**src/rtl/sensor_scan_ctrl.sv**
```systemverilog
// Round-robin scheduler that shares one pwm_measure instance between several
// PWM-echo distance sensors: clear, trigger, route echo, detect end or timeout,
// and latch the result per sensor.
module sensor_scan_ctrl #(
    parameter int unsigned    N_SENSORS      = 4,
    parameter int unsigned    DW             = 16,
    parameter int unsigned    TRIG_CYCLES    = 1000,
    parameter int unsigned    TIMEOUT_CYCLES = 3000000,
    parameter int unsigned    SETTLE_CYCLES  = 2,
    parameter int unsigned    GAP_CYCLES     = 100,
    parameter logic [DW-1:0]  TIMEOUT_VALUE  = '1,
    localparam int unsigned   IW = (N_SENSORS > 1) ? $clog2(N_SENSORS) : 1
) (
    input  logic                    clk,
    input  logic                    reset,
    input  logic                    enable,
    input  logic [N_SENSORS-1:0]    pwm_in,
    output logic [N_SENSORS-1:0]    trig,
    output logic                    pwm_out,
    output logic                    meas_reset,
    input  logic [DW-1:0]           meas_distance,
    output logic [N_SENSORS*DW-1:0] dist_out,
    output logic                    dist_valid,
    output logic [IW-1:0]           dist_idx,
    output logic [N_SENSORS-1:0]    timeout_flags,
    output logic                    scan_done
);

    // One shared phase counter, wide enough for the longest phase.
    localparam int unsigned MAX_A   = (TIMEOUT_CYCLES > TRIG_CYCLES) ? TIMEOUT_CYCLES
                                                                     : TRIG_CYCLES;
    localparam int unsigned MAX_B   = (GAP_CYCLES > SETTLE_CYCLES) ? GAP_CYCLES : SETTLE_CYCLES;
    localparam int unsigned MAX_C   = (MAX_A > MAX_B) ? MAX_A : MAX_B;
    localparam int unsigned MAX_CNT = (MAX_C > 2) ? MAX_C : 2;
    localparam int unsigned CW      = (MAX_CNT > 2) ? $clog2(MAX_CNT) : 1;

    typedef enum logic [3:0] {
        StIdle, StClear, StTrig, StWaitHigh, StWaitLow, StSettle, StStore, StStoreTo, StGap
    } state_e;

    state_e                 state_q, state_d;
    logic [IW-1:0]          idx_q, idx_d;
    logic [CW-1:0]          cnt_q, cnt_d;
    logic [N_SENSORS-1:0]   pwm_meta_q, pwm_sync_q;
    logic                   sel_dly_q;
    logic [N_SENSORS*DW-1:0] dist_q;
    logic [N_SENSORS-1:0]   to_flags_q;
    logic                   scan_done_q, scan_done_d;

    logic sel, rise, fall, timed_out, route_pwm;

    assign sel       = pwm_sync_q[idx_q];
    assign rise      = sel & ~sel_dly_q;
    assign fall      = ~sel & sel_dly_q;
    assign timed_out = (cnt_q == CW'(TIMEOUT_CYCLES - 1));

    // Synchronisers, selected-line delay and FSM state registers.
    always_ff @(posedge clk) begin
        if (reset) begin
            pwm_meta_q  <= '0;
            pwm_sync_q  <= '0;
            sel_dly_q   <= 1'b0;
            state_q     <= StIdle;
            idx_q       <= '0;
            cnt_q       <= '0;
            scan_done_q <= 1'b0;
        end else begin
            pwm_meta_q  <= pwm_in;
            pwm_sync_q  <= pwm_meta_q;
            sel_dly_q   <= sel;
            state_q     <= state_d;
            idx_q       <= idx_d;
            cnt_q       <= cnt_d;
            scan_done_q <= scan_done_d;
        end
    end

    // Result registers: written only in the single-cycle store states.
    always_ff @(posedge clk) begin
        if (reset) begin
            dist_q     <= '0;
            to_flags_q <= '0;
        end else if (state_q == StStore) begin
            dist_q[idx_q*DW +: DW] <= meas_distance;
            to_flags_q[idx_q]      <= 1'b0;
        end else if (state_q == StStoreTo) begin
            dist_q[idx_q*DW +: DW] <= TIMEOUT_VALUE;
            to_flags_q[idx_q]      <= 1'b1;
        end
    end

    // Next-state logic and state-decoded outputs.
    always_comb begin
        state_d     = state_q;
        idx_d       = idx_q;
        cnt_d       = cnt_q;
        scan_done_d = 1'b0;
        trig        = '0;
        meas_reset  = 1'b0;
        dist_valid  = 1'b0;
        route_pwm   = 1'b0;
        unique case (state_q)
            StIdle: begin
                if (enable) begin
                    idx_d   = '0;
                    cnt_d   = '0;
                    state_d = StClear;
                end
            end
            StClear: begin
                meas_reset = 1'b1;
                if (cnt_q == CW'(1)) begin
                    cnt_d   = '0;
                    state_d = StTrig;
                end else begin
                    cnt_d = cnt_q + CW'(1);
                end
            end
            StTrig: begin
                trig = N_SENSORS'(1) << idx_q;
                if (cnt_q == CW'(TRIG_CYCLES - 1)) begin
                    cnt_d   = '0;
                    state_d = StWaitHigh;
                end else begin
                    cnt_d = cnt_q + CW'(1);
                end
            end
            StWaitHigh: begin
                route_pwm = 1'b1;
                // Timeout wins so the counter can never step past its limit.
                if (timed_out) begin
                    state_d = StStoreTo;
                end else begin
                    cnt_d = cnt_q + CW'(1);
                    if (rise) state_d = StWaitLow;
                end
            end
            StWaitLow: begin
                route_pwm = 1'b1;
                if (timed_out) begin
                    state_d = StStoreTo;
                end else if (fall) begin
                    cnt_d   = '0;
                    state_d = StSettle;
                end else begin
                    cnt_d = cnt_q + CW'(1);
                end
            end
            StSettle: begin
                route_pwm = 1'b1;
                if (cnt_q == CW'(SETTLE_CYCLES - 1)) begin
                    cnt_d   = '0;
                    state_d = StStore;
                end else begin
                    cnt_d = cnt_q + CW'(1);
                end
            end
            StStore, StStoreTo: begin
                dist_valid = 1'b1;
                cnt_d      = '0;
                state_d    = StGap;
            end
            StGap: begin
                if (cnt_q == CW'(GAP_CYCLES - 1)) begin
                    cnt_d = '0;
                    if (idx_q != IW'(N_SENSORS - 1)) begin
                        idx_d   = idx_q + IW'(1);
                        state_d = StClear;
                    end else begin
                        scan_done_d = 1'b1;
                        idx_d       = '0;
                        state_d     = enable ? StClear : StIdle;
                    end
                end else begin
                    cnt_d = cnt_q + CW'(1);
                end
            end
            default: state_d = StIdle;
        endcase
    end

    assign pwm_out       = route_pwm & sel;
    assign dist_out      = dist_q;
    assign dist_idx      = idx_q;
    assign timeout_flags = to_flags_q;
    assign scan_done     = scan_done_q;

endmodule

```
**config.mk**
```make
export PLATFORM = sky130hd
export DESIGN_NAME = sensor_scan_ctrl
export DESIGN_NICKNAME = d
export VERILOG_FILES = /design/src/rtl/sensor_scan_ctrl.sv
export SDC_FILE = /design/constraint.sdc
export NUM_CORES = 1
export LEC_CHECK = 0
export BUFFER_PORTS_ARGS = -buffer_cell sky130_fd_sc_hd__buf_4
export CAP_MARGIN = 20
export CORE_MARGIN = 2
export CORE_UTILIZATION = 59
export DETAILED_ROUTE_END_ITERATION = 10
export PLACE_DENSITY = 0.85
export SYNTH_ARGS = -nofsm -noshare
export SYNTH_HDL_FRONTEND = slang
export SYNTH_SLANG_ARGS = --single-unit
```
**constraint.sdc**
```tcl
create_clock -name clk -period 7.3 [get_ports clk]
set_clock_uncertainty 0.1 [all_clocks]
set_input_delay 1.095 -clock clk [delete_from_list [all_inputs] [get_ports clk]]
set_output_delay 1.095 -clock clk [all_outputs]
set_load 0.1 [all_outputs]
```
# --- Yosys cells after proc, flatten, opt, wreduce, memory -nomap -nowiden ---
# Index checks and enable logic that the tools add are counted.
totals:
  reg_bits: 106
  inputBits: 23
  output_inout_bits: 78
  word_cells: 101
classes:
  addsub: 3
  order_cmp: 2
  eq_ne: 22
  shift: 4
  mux: 39
  bitwise: 10
  n_reduce_logical: 12
op_table:
  columns: ["op", "count"]
  rows:
  - ["$mux 22", 7]
  - ["$pmux 22 s7", 1]
  - ["$bwmux 64", 2]
  - ["$mux 64", 2]
  - ["$shift 16x34->64 const A", 1]
  - ["$shiftx 16x34->64", 1]
  - ["$shiftx 16x34->64 const A", 1]
  - ["$mux 4", 12]
  - ["$neg 6->34", 1]
  - ["$pmux 4 s8", 1]
  - ["$add 22x1->22 const B", 1]
  - ["$eq 22x1->1 const B", 1]
  - ["$eq 22x10->1 const B", 1]
  - ["$eq 22x22->1 const B", 1]
  - ["$eq 22x7->1 const B", 1]
  - ["$eq 4x3->1 const B", 4]
  - ["$ne 2x2->1 const B", 8]
  - ["$eq 4x2->1 const B", 2]
  - ["$mux 1", 8]
  - ["$reduce_and 7->1", 1]
  - ["$reduce_bool 7->1", 1]
  - ["$mux 2", 3]
  - ["$ne 3x3->1 const B", 2]
  - ["$reduce_or 3->1", 2]
  - ["other kinds (20)", 27]

# --- Logic depth before layout (Yosys ltp) ---
# Gate-level depths: netlist (run 1).
logic_depth:
  ltp_word: 7
  depth_mapped: 9
  ltp_nobuf: 7

# --- Worst setup path before layout (run 1) ---
# No wires, ideal clock.
synth_path:
  path_type: "reg-to-output"
  from: "register idx_q[0] (netlist: dist_idx[0])"
  to: "output port pwm_out"
  t_arrival_ps: 2404
  required_ps: 6105
  setup_slack_ps: 3701
  path_stages_with_launch: 4
  path_buffers: 1
  path_cell_list: "dfxtp_1 clkbuf_1 mux4_2 and3_1"
synth_via:
  elab_chain_cells: 3
synth_lines:
  columns: ["item", "line", "source"]
  rows:
  - ["start: declaration", "42", "logic [IW-1:0] idx_q, idx_d;"]
  - ["start signal: assignment", "72", "idx_q <= idx_d;"]
  - ["$bmux 1 s2", "52", "assign sel = pwm_sync_q[idx_q];"]
  - ["$mux 1 (implied by the code)", "52", null]
  - ["$and 1x1->1", "182", "assign pwm_out = route_pwm & sel;"]
  - ["end: declaration", "19", "output logic pwm_out,"]
# No other way between the ends. The select of a mux whose other input is x is not followed.

# --- Worst setup path in the final report (run 1) ---
layout_path:
  from: "register state_q[0]"
  to: "output port meas_reset"
layout_via:
  elab_chain_cells: 2
layout_lines:
  columns: ["item", "line", "source"]
  rows:
  - ["start: declaration", "41", "state_e state_q, state_d;"]
  - ["start signal: assignment", "63", "state_q <= StIdle;"]
  - ["start signal: assignment", "71", "state_q <= state_d;"]
  - ["$eq 4x1->1", "102", "unique case (state_q)"]
  - ["$mux 1", "102", null]
  - ["end: declaration", "20", "output logic meas_reset,"]
# No other way between the ends.

==> impl_metrics.json, run 1 <==
{
  "status": "finished clean",
  "synthFlopType": "dfxtp_1",
  "finalInstanceArea_um2": 5750,
  "die_area_um2": 8850,
  "antenna_found_initial": 0,
  "holdPathStages": 1,
  "fin_nets": 659,
  "die_h_um": 94.1,
  "path_class": "flip-flop to output port",
  "powerDensity_nw_per_um2": 231,
  "synthToLayoutAreaGrowth_pct": 20.0,
  "grt.total_usage_pct": 27.8,
  "pre_cts_ws_ns": 4.21,
  "final_max_slew_viol_count": 0,
  "post_synth.cell_area_avg_um2": 8.52,
  "final.fill_count": 610,
  "cts_buffers": 9,
  "cp_num_buf_inv": 1,
  "rsz0062_at_grt": "false",
  "syn-cell-area_um2": 4790,
  "vdd_drop_max_mv": 0.179,
  "drcViolationCount": 0,
  "core_um2": 7810,
  "grt_max_degree": 88,
  "holdCritStartpoint": "pwm_meta_q[1]",
  "synthCells": 562,
  "leakage_nw": 2.27,
  "rows": 32,
  "setup_violations": 0,
  "post-dp-hpwl_mm": 8.52,
  "end_kind": "output port",
  "required_ns": 6.11,
  "ys_seq_area_share_pct": 44.3,
  "total_power_mw": 1.33,
  "wirelength_mm": 12.3,
  "hold_buffers": 0,
  "clk_pin_slew_worst_paths_ns": 0.11,
  "async_flop_share_pct": 0,
  "port_buffers": 100,
  "arrival_ns": 2.33,
  "cp_max_fo": 58,
  "grt_overflow": 0,
  "yosysUniqueCellTypes": 57,
  "die_x_um": 94.1,
  "hp-class": "flip-flop to flip-flop",
  "hold_violations": 0,
  "ys_ff_latch": 106,
  "grt_pass1_vias": 4046,
  "h-tree-depth": 3,
  "clock_path_buffers": 2,
  "clk_latency_ns": 0.37,
  "r2r_cells": 5,
  "ioPinCount": 101,
  "post_drt_wl_per_cell_um": 16.7,
  "cts_tree": "yes",
  "drive_gt1_share_pct": 24.0,
  "cts.sink_count": 106,
  "fin_ws_ns": 3.78,
  "initial_core_util_pct": 61.3,
  "cp_cell_sequence": "or3b_2 > nor2_1 > buf_4",
  "first_pass_iters": 5,
  "tightest_slew_ns": 1.08,
  "grt_first_pass_wirelength_mm": 19.6,
  "whs_ns": 0.331,
  "layout_common_cells": "dfxtp_1 (105), buf_4 (100), nor2_1 (89), a21oi_1 (67), a211oi_1 (47)",
  "final_common_cell": "dfxtp_1",
  "place_area_um2": 5480,
  "rr_endpoint": "cnt_q[18]",
  "syn_nets": 593,
  "worstHoldEndpoint": "pwm_sync_q[1]",
  "num_antenna_cells": 0,
  "routed_via_density": 5.99,
  "cts_setup_buffers": 0,
  "cts_resized": 0,
  "synth_top_cell_by_area": "dfxtp_1",
  "synth_edf_count": 0,
  "r2r_start": "state_q[0]",
  "cap_violations": 0,
  "cp_top_family": "flip-flops",
  "timing.fmax_mhz": 284,
  "finalCritPeriodShare_pct": 48.2,
  "cts-root-buf": "clkbuf_8",
  "slowest_delay_ns": 1.02,
  "slowest_stage": "dfxtp_2",
  "ant_nets": 0,
  "place.gp.congestion": 0.878,
  "synthTopCellsByArea": "dfxtp_1 (44%), a211oi_1 (7.4%), a21oi_1 (7.0%), nor2_1 (7.0%), clkbuf_1 (2.7%)",
  "drtIter0Drc": 296,
  "period_minus_slack_ns": 3.52,
  "route.vias.total": 4405,
  "timing.setup.tns_ns": 0,
  "relSlewSlack_pct": 27.8,
  "cp-start-kind": "flip-flop",
  "yosys_warnings": 0,
  "reg2reg_slack_ns": 4.29,
  "yosysTopAreaCellShare_pct": 44.3
}
[power by group]
part	internal (mW)	switching, mW
clock	0.231	0.206
combinational	0.0880	0.164
sequential	0.590	0.0500
total	0.909	0.420
[final cells by class]
class	count	area, um2	area share, %
Multi-Input combinational cell	402	2440	42.5
Tap cell	102	128	2.22
Inverter	8	30.0	0.522
Clock buffer	9	124	2.15
Sequential cell	106	2120	36.9
Clock inverter	7	121	2.11
Timing Repair Buffer	101	778	13.5
[cell usage after synthesis (3+ instances only)]
master and count:
mux2i_1 5, a31oi_1 7, nand2_1 16, a211oi_1 47, a21oi_1 67, nand4_1 6, inv_1 8, nor2b_1 12
o21ai_0 3, buf_6 3, ha_1 8, xnor2_1 7, nor4_1 3, buf_2 6, xor2_1 14, and2_1 3
or3_1 3, nor2_2 16, and3_1 20, nand2b_1 3, nand3_1 14, dfxtp_1 106, nor2_1 89, clkbuf_1 34
nor3_1 24
[routing by layer]
| metal | GRT usage, % | wire length, um |
|---|---|---|
| met3 | 6.02 | 945 |
| met1 | 37.2 | 5290 |
| met5 | 0 | 0 |
| met2 | 44.9 | 5820 |
| met4 | 8.94 | 237 |
[sequential cells by signal, summed over array words and instances (netlist names), named ones only]
name,count
state_q,4
dist_idx,2
pwm_sync_q,4
scan_done,1
sel_dly_q,1
dist_out,64
pwm_meta_q,4
cnt_q,22
[worst max path at each step]
stage                      startpoint         end  slack (ns)  cells past startpoint
after floorplan           dist_idx[0]     pwm_out        3.70                      3
after global placement     state_q[0]  meas_reset        4.22                      3
after detailed placement   state_q[0]  meas_reset        4.21                      3
after CTS                  state_q[0]  meas_reset        3.81                      3
after global routing       state_q[0]     pwm_out        3.69                      4
final                      state_q[0]  meas_reset        3.78                      3
[logic make-up after synthesis]
family / Yosys count / share of synthesized area (%)
mux: 8 / 1.99
fa+ha+maj: 8 / 2.09
buf+inv: 54 / 4.88
compound gates: 137 / 18.2
flops: 106 / 44.3
simple gates: 228 / 24.7
xor+xnor: 21 / 3.84
[stage by stage]
stage | std cells | utilization (%)
global route | 735 | 73.6
finish | 735 | 73.6
CTS | 734 | 73.3
detailed placement | 718 | 70.1
global placement | 718 | 70.1
floorplan | 562 | -
(Power assumes the default switching activity.)
==> run 2, diff against run 1 <==
- CORE_UTILIZATION: 59 -> 54
- PLACE_DENSITY: 0.85 -> 0.79
- clock period: 7.3 -> 3.43 ns (I/O delays scaled with it)
==> run 2 against run 1 <==
Against the previous run: power increased by 100%; utilization decreased by 7.5 points; largest power group unchanged; count of clock-buffer cells in the layout unchanged; final area decreased by 0.13%; critical path depth unchanged; hold slack got worse by 0.078 ns; first-iteration DRC count decreased by 1.0%; combinational power increased by 140%; via count decreased by 0.39%; final cell count increased by 2.0%.
==> impl_metrics.json, run 2 (synthesized netlist as in run 1, its figures left out) <==
{
  "status": "finished clean",
  "grt_max_degree": 54,
  "rr_endpoint": "cnt_q[4]",
  "grt_use_met1_pct": 35.5,
  "clock_path_buffers": 2,
  "cts_setup_buffers": 0,
  "clk_latency_ns": 0.37,
  "reg2reg_slack_ns": 0.91,
  "r2r_start": "state_q[2]",
  "drive_gt1_share_pct": 24.9,
  "num_antenna_cells": 0,
  "p_sw_share_pct": 35.0,
  "power_frac_seq_pct": 49.1,
  "ant_nets": 0,
  "grt_first_pass_wirelength_mm": 20.2,
  "drtIter0Drc": 293,
  "place.gp.congestion": 0.937,
  "post-dp-hpwl_mm": 8.80,
  "cap_violations": 0,
  "internal_power_mw": 1.73,
  "cp_cell_sequence": "nor2b_1 > and2_1 > buf_4",
  "initial_core_util_pct": 55.2,
  "hold_buffers": 0,
  "routed_via_density": 5.85,
  "grt.total_usage_pct": 25.9,
  "finalCritPeriodShare_pct": 80.0,
  "largest_register_ffs": 64,
  "wirelength_mm": 12.6,
  "rsz0062_at_grt": "false",
  "grtUsageMet2_pct": 41.5,
  "cts.sink_count": 106,
  "rows": 34,
  "route.vias.total": 4388,
  "arrival_ns": 2.13,
  "setup_violations": 0,
  "h-tree-depth": 3,
  "leakage_nw": 2.27,
  "holdCritStartpoint": "pwm_in[1]",
  "required_ns": 2.82,
  "end_kind": "output port",
  "antenna_found_initial": 0,
  "slowest_stage": "dfxtp_1",
  "finalInstanceArea_um2": 5740,
  "p_comb_share_pct": 22.8,
  "final_common_cell": "buf_4",
  "layout_common_cells": "buf_4 (110), dfxtp_1 (105), nor2_1 (89), a21oi_1 (67), a211oi_1 (47)",
  "holdPathStages": 2,
  "port_buffers": 100,
  "cp_max_fo": 14,
  "period_minus_slack_ns": 2.75,
  "relSlewSlack_pct": 60.0,
  "die_area_um2": 9640,
  "worstHoldEndpoint": "pwm_meta_q[1]",
  "hp-class": "input port to flip-flop",
  "fin_nets": 668,
  "timing.fmax_mhz": 364,
  "synthToLayoutAreaGrowth_pct": 19.9,
  "switchingPower_mw": 0.931,
  "grt-busiest-layer": "met2",
  "total_power_mw": 2.66,
  "clk_pin_slew_worst_paths_ns": 0.10,
  "cts_buffers": 9,
  "path_class": "flip-flop to output port",
  "cts-root-buf": "clkbuf_8",
  "r2r_cells": 6,
  "cts_tree": "yes",
  "powerDensity_nw_per_um2": 463,
  "grt_use_met3_pct": 5.51,
  "post_drt_wl_per_cell_um": 16.8,
  "drcViolationCount": 0,
  "pwr-share-clk_pct": 28.1,
  "die_x_um": 98.2,
  "core_um2": 8680,
  "cts_resized": 0,
  "first_pass_iters": 5,
  "cp-start-kind": "flip-flop",
  "hold_violations": 0,
  "final_max_slew_viol_count": 0,
  "grt_pass1_vias": 3935,
  "vdd_drop_max_mv": 0.244,
  "tightest_slew_ns": 0.599,
  "ioPinCount": 101,
  "place_area_um2": 5550,
  "die_h_um": 98.2,
  "grt_overflow": 0,
  "timing.setup.tns_ns": 0,
  "slowest_delay_ns": 0.59
}
## run 2: changes by cell type in the layout (fill, tap and decap cells not counted), sizes merged
cell	previous run	this run
buf	101	110
bufinv	3	0
clkinv	1	2
clkinvlp	0	3
inv	11	10
## run 2: final cells by class
type                    instances  area (um2)
repair buffers                110         826
well taps                     108         135
flip-flops and latches        106        2120
fillers                       754        2940
inverters                       8        30.0
clock inverters                 7        63.8
multi-input cells             402        2440
clock buffers                   9         124
## run 2: per-stage QoR
| stage | worst slack [ns] | util (%) | hold WS [ns] | std cells |
|---|---|---|---|---|
| floorplan | 0.368 | - | 0.314 | 562 |
| global placement | 0.972 | 64.0 | 0.319 | 734 |
| detailed placement | 0.947 | 64.0 | 0.324 | 734 |
| CTS | 0.707 | 66.1 | 0.243 | 750 |
| global route | 0.467 | 66.1 | 0.245 | 750 |
| finish | 0.685 | 66.1 | 0.253 | 750 |
## run 2: worst max path at each step
stage                startpoint           end  cells past startpoint
floorplan           dist_idx[0]  dist_out[23]                      7
global placement     state_q[2]      cnt_q[4]                      6
detailed placement   state_q[2]      cnt_q[4]                      6
CTS                  state_q[1]    dist_valid                      3
global route         state_q[1]    dist_valid                      3
finish               state_q[1]    dist_valid                      3
## run 2: worst max-delay path: cells and delay by family (launching register included)
kind	cells	cell delay (ns)
AND/OR/NAND/NOR	2	0.85
buffers and inverters	1	0.32
flip-flops	1	0.59
## run 2: power groups by stage
stage / clock [mW] / sequential [mW] / combinational [mW]
2_1_floorplan: 0 / 1.31 / 0.500
3_3_place_gp: 0 / 1.33 / 0.590
3_5_place_dp: 0 / 1.33 / 0.597
4_1_cts: 0.755 / 1.30 / 0.600
5_1_grt: 0.804 / 1.31 / 0.660
6_report: 0.746 / 1.30 / 0.606
## run 2: per-layer routing
metal | wire length (um) | part of all wire, % | vias to the layer above
met3 | 939 | 7.5 | 19
met4 | 224 | 1.8 | 0
met5 | 0 | 0 | -
met2 | 6070 | 48 | 184
li1 | - | - | 2135
met1 | 5360 | 43 | 2050
==> run 3, diff against run 2 <==
- ABC_AREA: default -> 1
- CORE_UTILIZATION: 54 -> 50
- PLACE_DENSITY: 0.79 -> 0.76
- clock period: 3.43 -> 2.4 ns (I/O delays scaled with it)
==> run 3 against run 2 <==
Against the previous run: power up 100%; final area up 13%; critical path type is now flip-flop to flip-flop; synthesized cell count up 37%; largest cell class unchanged; largest power group is now combinational logic.
==> impl_metrics.json, run 3 <==
{
  "port_buffers": 100,
  "num_antenna_cells": 0,
  "grt_pass1_vias": 5245,
  "antenna_found_initial": 0,
  "internal_power_mw": 2.89,
  "yosys_warnings": 0,
  "synthTopCellsByCount": "nand2_1 (170), inv_1 (142), dfxtp_1 (106)",
  "syn-cell-area_um2": 5370,
  "ant_nets": 0,
  "drcViolationCount": 0,
  "grt_overflow": 0,
  "wl_met3_um": 814,
  "yosysTopAreaCellShare_pct": 39.5,
  "cts_buffers": 9,
  "yosysMostFrequentCell": "nand2_1",
  "yosysUniqueCellTypes": 30,
  "slowest_delay_ns": 0.44,
  "die_x_um": 108,
  "wl_met2_mm": 7.19,
  "post_synth.cell_area_avg_um2": 6.97,
  "first_pass_iters": 5,
  "period_minus_slack_ns": 2.25,
  "clk_pin_slew_worst_paths_ns": 0.11,
  "ys_seq_area_share_pct": 39.5,
  "wirelength_mm": 14.7,
  "clock_path_buffers": 2,
  "grt_max_degree": 83,
  "pre_cts_ws_ns": 0.191,
  "synthFlopType": "dfxtp_1",
  "timing.setup.tns_ns": 0,
  "p_sw_share_pct": 46.9,
  "hold_violations": 0,
  "fin_nets": 895,
  "p_comb_share_pct": 42.5,
  "rsz0062_at_grt": "true",
  "post_drt_wl_per_cell_um": 14.7,
  "async_flop_share_pct": 0,
  "post-route-util_pct": 62.5,
  "cts-root-buf": "clkbuf_8",
  "clk_latency_ns": 0.37,
  "routed_via_density": 5.44,
  "grt.total_usage_pct": 26.2,
  "vdd_drop_max_mv": 0.623,
  "cp_cell_sequence": "inv_1 > ha_1 > inv_1 > nand2_1 > nor3_1 > nand2_1 > a221oi_1",
  "wl_met1_mm": 6.32,
  "drive_gt1_share_pct": 21.4,
  "cap_violations": 0,
  "required_ns": 2.58,
  "layout_common_cells": "nand2_1 (170), inv_1 (141), buf_4 (113), dfxtp_1 (103), nor2_1 (80)",
  "cts_setup_buffers": 0,
  "route.vias.total": 5464,
  "relSlewSlack_pct": 44.4,
  "hp-class": "input port to flip-flop",
  "setup_violations": 0,
  "drtIter0Drc": 369,
  "grt_first_pass_wirelength_mm": 24.5,
  "syn_nets": 802,
  "cp-start-kind": "flip-flop",
  "tightest_slew_ns": 0.834,
  "end_kind": "flip-flop",
  "finalCritPeriodShare_pct": 93.7,
  "synth_edf_count": 0,
  "switchingPower_mw": 2.55,
  "powerDensity_nw_per_um2": 839,
  "final_max_slew_viol_count": 0,
  "h-tree-depth": 3,
  "finalInstanceArea_um2": 6480,
  "synthToLayoutAreaGrowth_pct": 20.7,
  "cp_max_fo": 14,
  "slowest_stage": "nor3_1",
  "rows": 37,
  "initial_core_util_pct": 51.8,
  "path_class": "flip-flop to flip-flop",
  "final_common_cell": "nand2_1",
  "synthCells": 771,
  "cts.sink_count": 106,
  "place.gp.congestion": 0.901,
  "power_frac_seq_pct": 36.9,
  "cts_tree": "yes",
  "ioPinCount": 101,
  "arrival_ns": 2.42,
  "pwr-share-clk_pct": 20.6,
  "synth_top_cell_by_area": "dfxtp_1",
  "largest_register_ffs": 64,
  "die_h_um": 108,
  "timing.fmax_mhz": 445,
  "highest_layer": "met4",
  "post-dp-hpwl_mm": 10.9,
  "ys_ff_latch": 106,
  "leakage_nw": 2.76,
  "place_inst": 988,
  "status": "finished clean",
  "core_um2": 10400,
  "synthTopCellsByArea": "dfxtp_1 (40%), nand2_1 (12%), a221oi_1 (10%), inv_1 (9.9%), nor2_1 (5.9%)",
  "place_area_um2": 6260,
  "fin_ws_ns": 0.151,
  "final_cells": 1005,
  "die_area_um2": 11600
}
run 3: final cells by class:
class / instances / area (um2)
tap: 136 / 170
sequential: 106 / 2130
fill: 1011 / 3890
multi-input combinational: 482 / 2550
clock buffer: 10 / 149
timing repair buffer: 114 / 860
clock inverter: 6 / 53.8
inverter: 151 / 567
run 3: logic make-up (layout without fill, tap and decap cells):
kind of cell	count (synthesis)	after routing	synth area share (%)
AO/OA/AOI/OAI	88	88	12.9
XOR/XNOR	1	1	0.163
adder cells (fa/ha/maj)	8	8	1.86
buffers and inverters	183	281	13.6
flip-flops	106	106	39.5
AND/OR/NAND/NOR	385	385	32.0
run 3: path summary, 6_finish.rpt:
check,from,endpoint,slack [ns],cells past startpoint
setup / recovery,dist_idx[0],dist_out[60],0.15,7
hold / removal,pwm_in[1],pwm_meta_q[1],0.09,3
setup reg to reg,dist_idx[0],dist_out[60],0.15,7
hold reg to reg,pwm_meta_q[1],pwm_sync_q[1],0.31,2
run 3: timing repair:
action | 4_1_cts | 5_1_grt
endpoints found under the setup margin | 1 | 9
cloned | 0 | 0
hold buffers | 0 | 0
resized for setup | 1 | 5
run 3: routing by layer:
layer,vias up,GRT usage (%)
met5,-,0
met1,2560,34.1
met3,33,2.85
met2,199,44.0
li1,2672,-
met4,0,11.4
run 3: critical path, delay by kind of cell (launching register included):
family / cells / cell delay, ns
simple gates: 3 / 0.83
compound gates: 1 / 0.26
buf+inv: 2 / 0.25
fa+ha+maj: 1 / 0.28
flops: 1 / 0.43
run 3: power by group through the flow:
stage               sequential [mW]  combinational, mW  clock (mW)
floorplan                      2.46               1.37           0
global placement               2.03               2.27           0
detailed placement             2.04               2.28           0
CTS                            2.00               2.29        1.14
global route                   2.02               2.51        1.23
finish                         2.01               2.31        1.12
run 3: stage by stage:
stage / hold WS [ns] / power (mW)
2_1_floorplan: 0.288 / 3.83
3_3_place_gp: 0.290 / 4.30
3_5_place_dp: 0.294 / 4.32
4_1_cts: 0.0742 / 5.43
5_1_grt: 0.0869 / 5.76
6_report: 0.0858 / 5.44
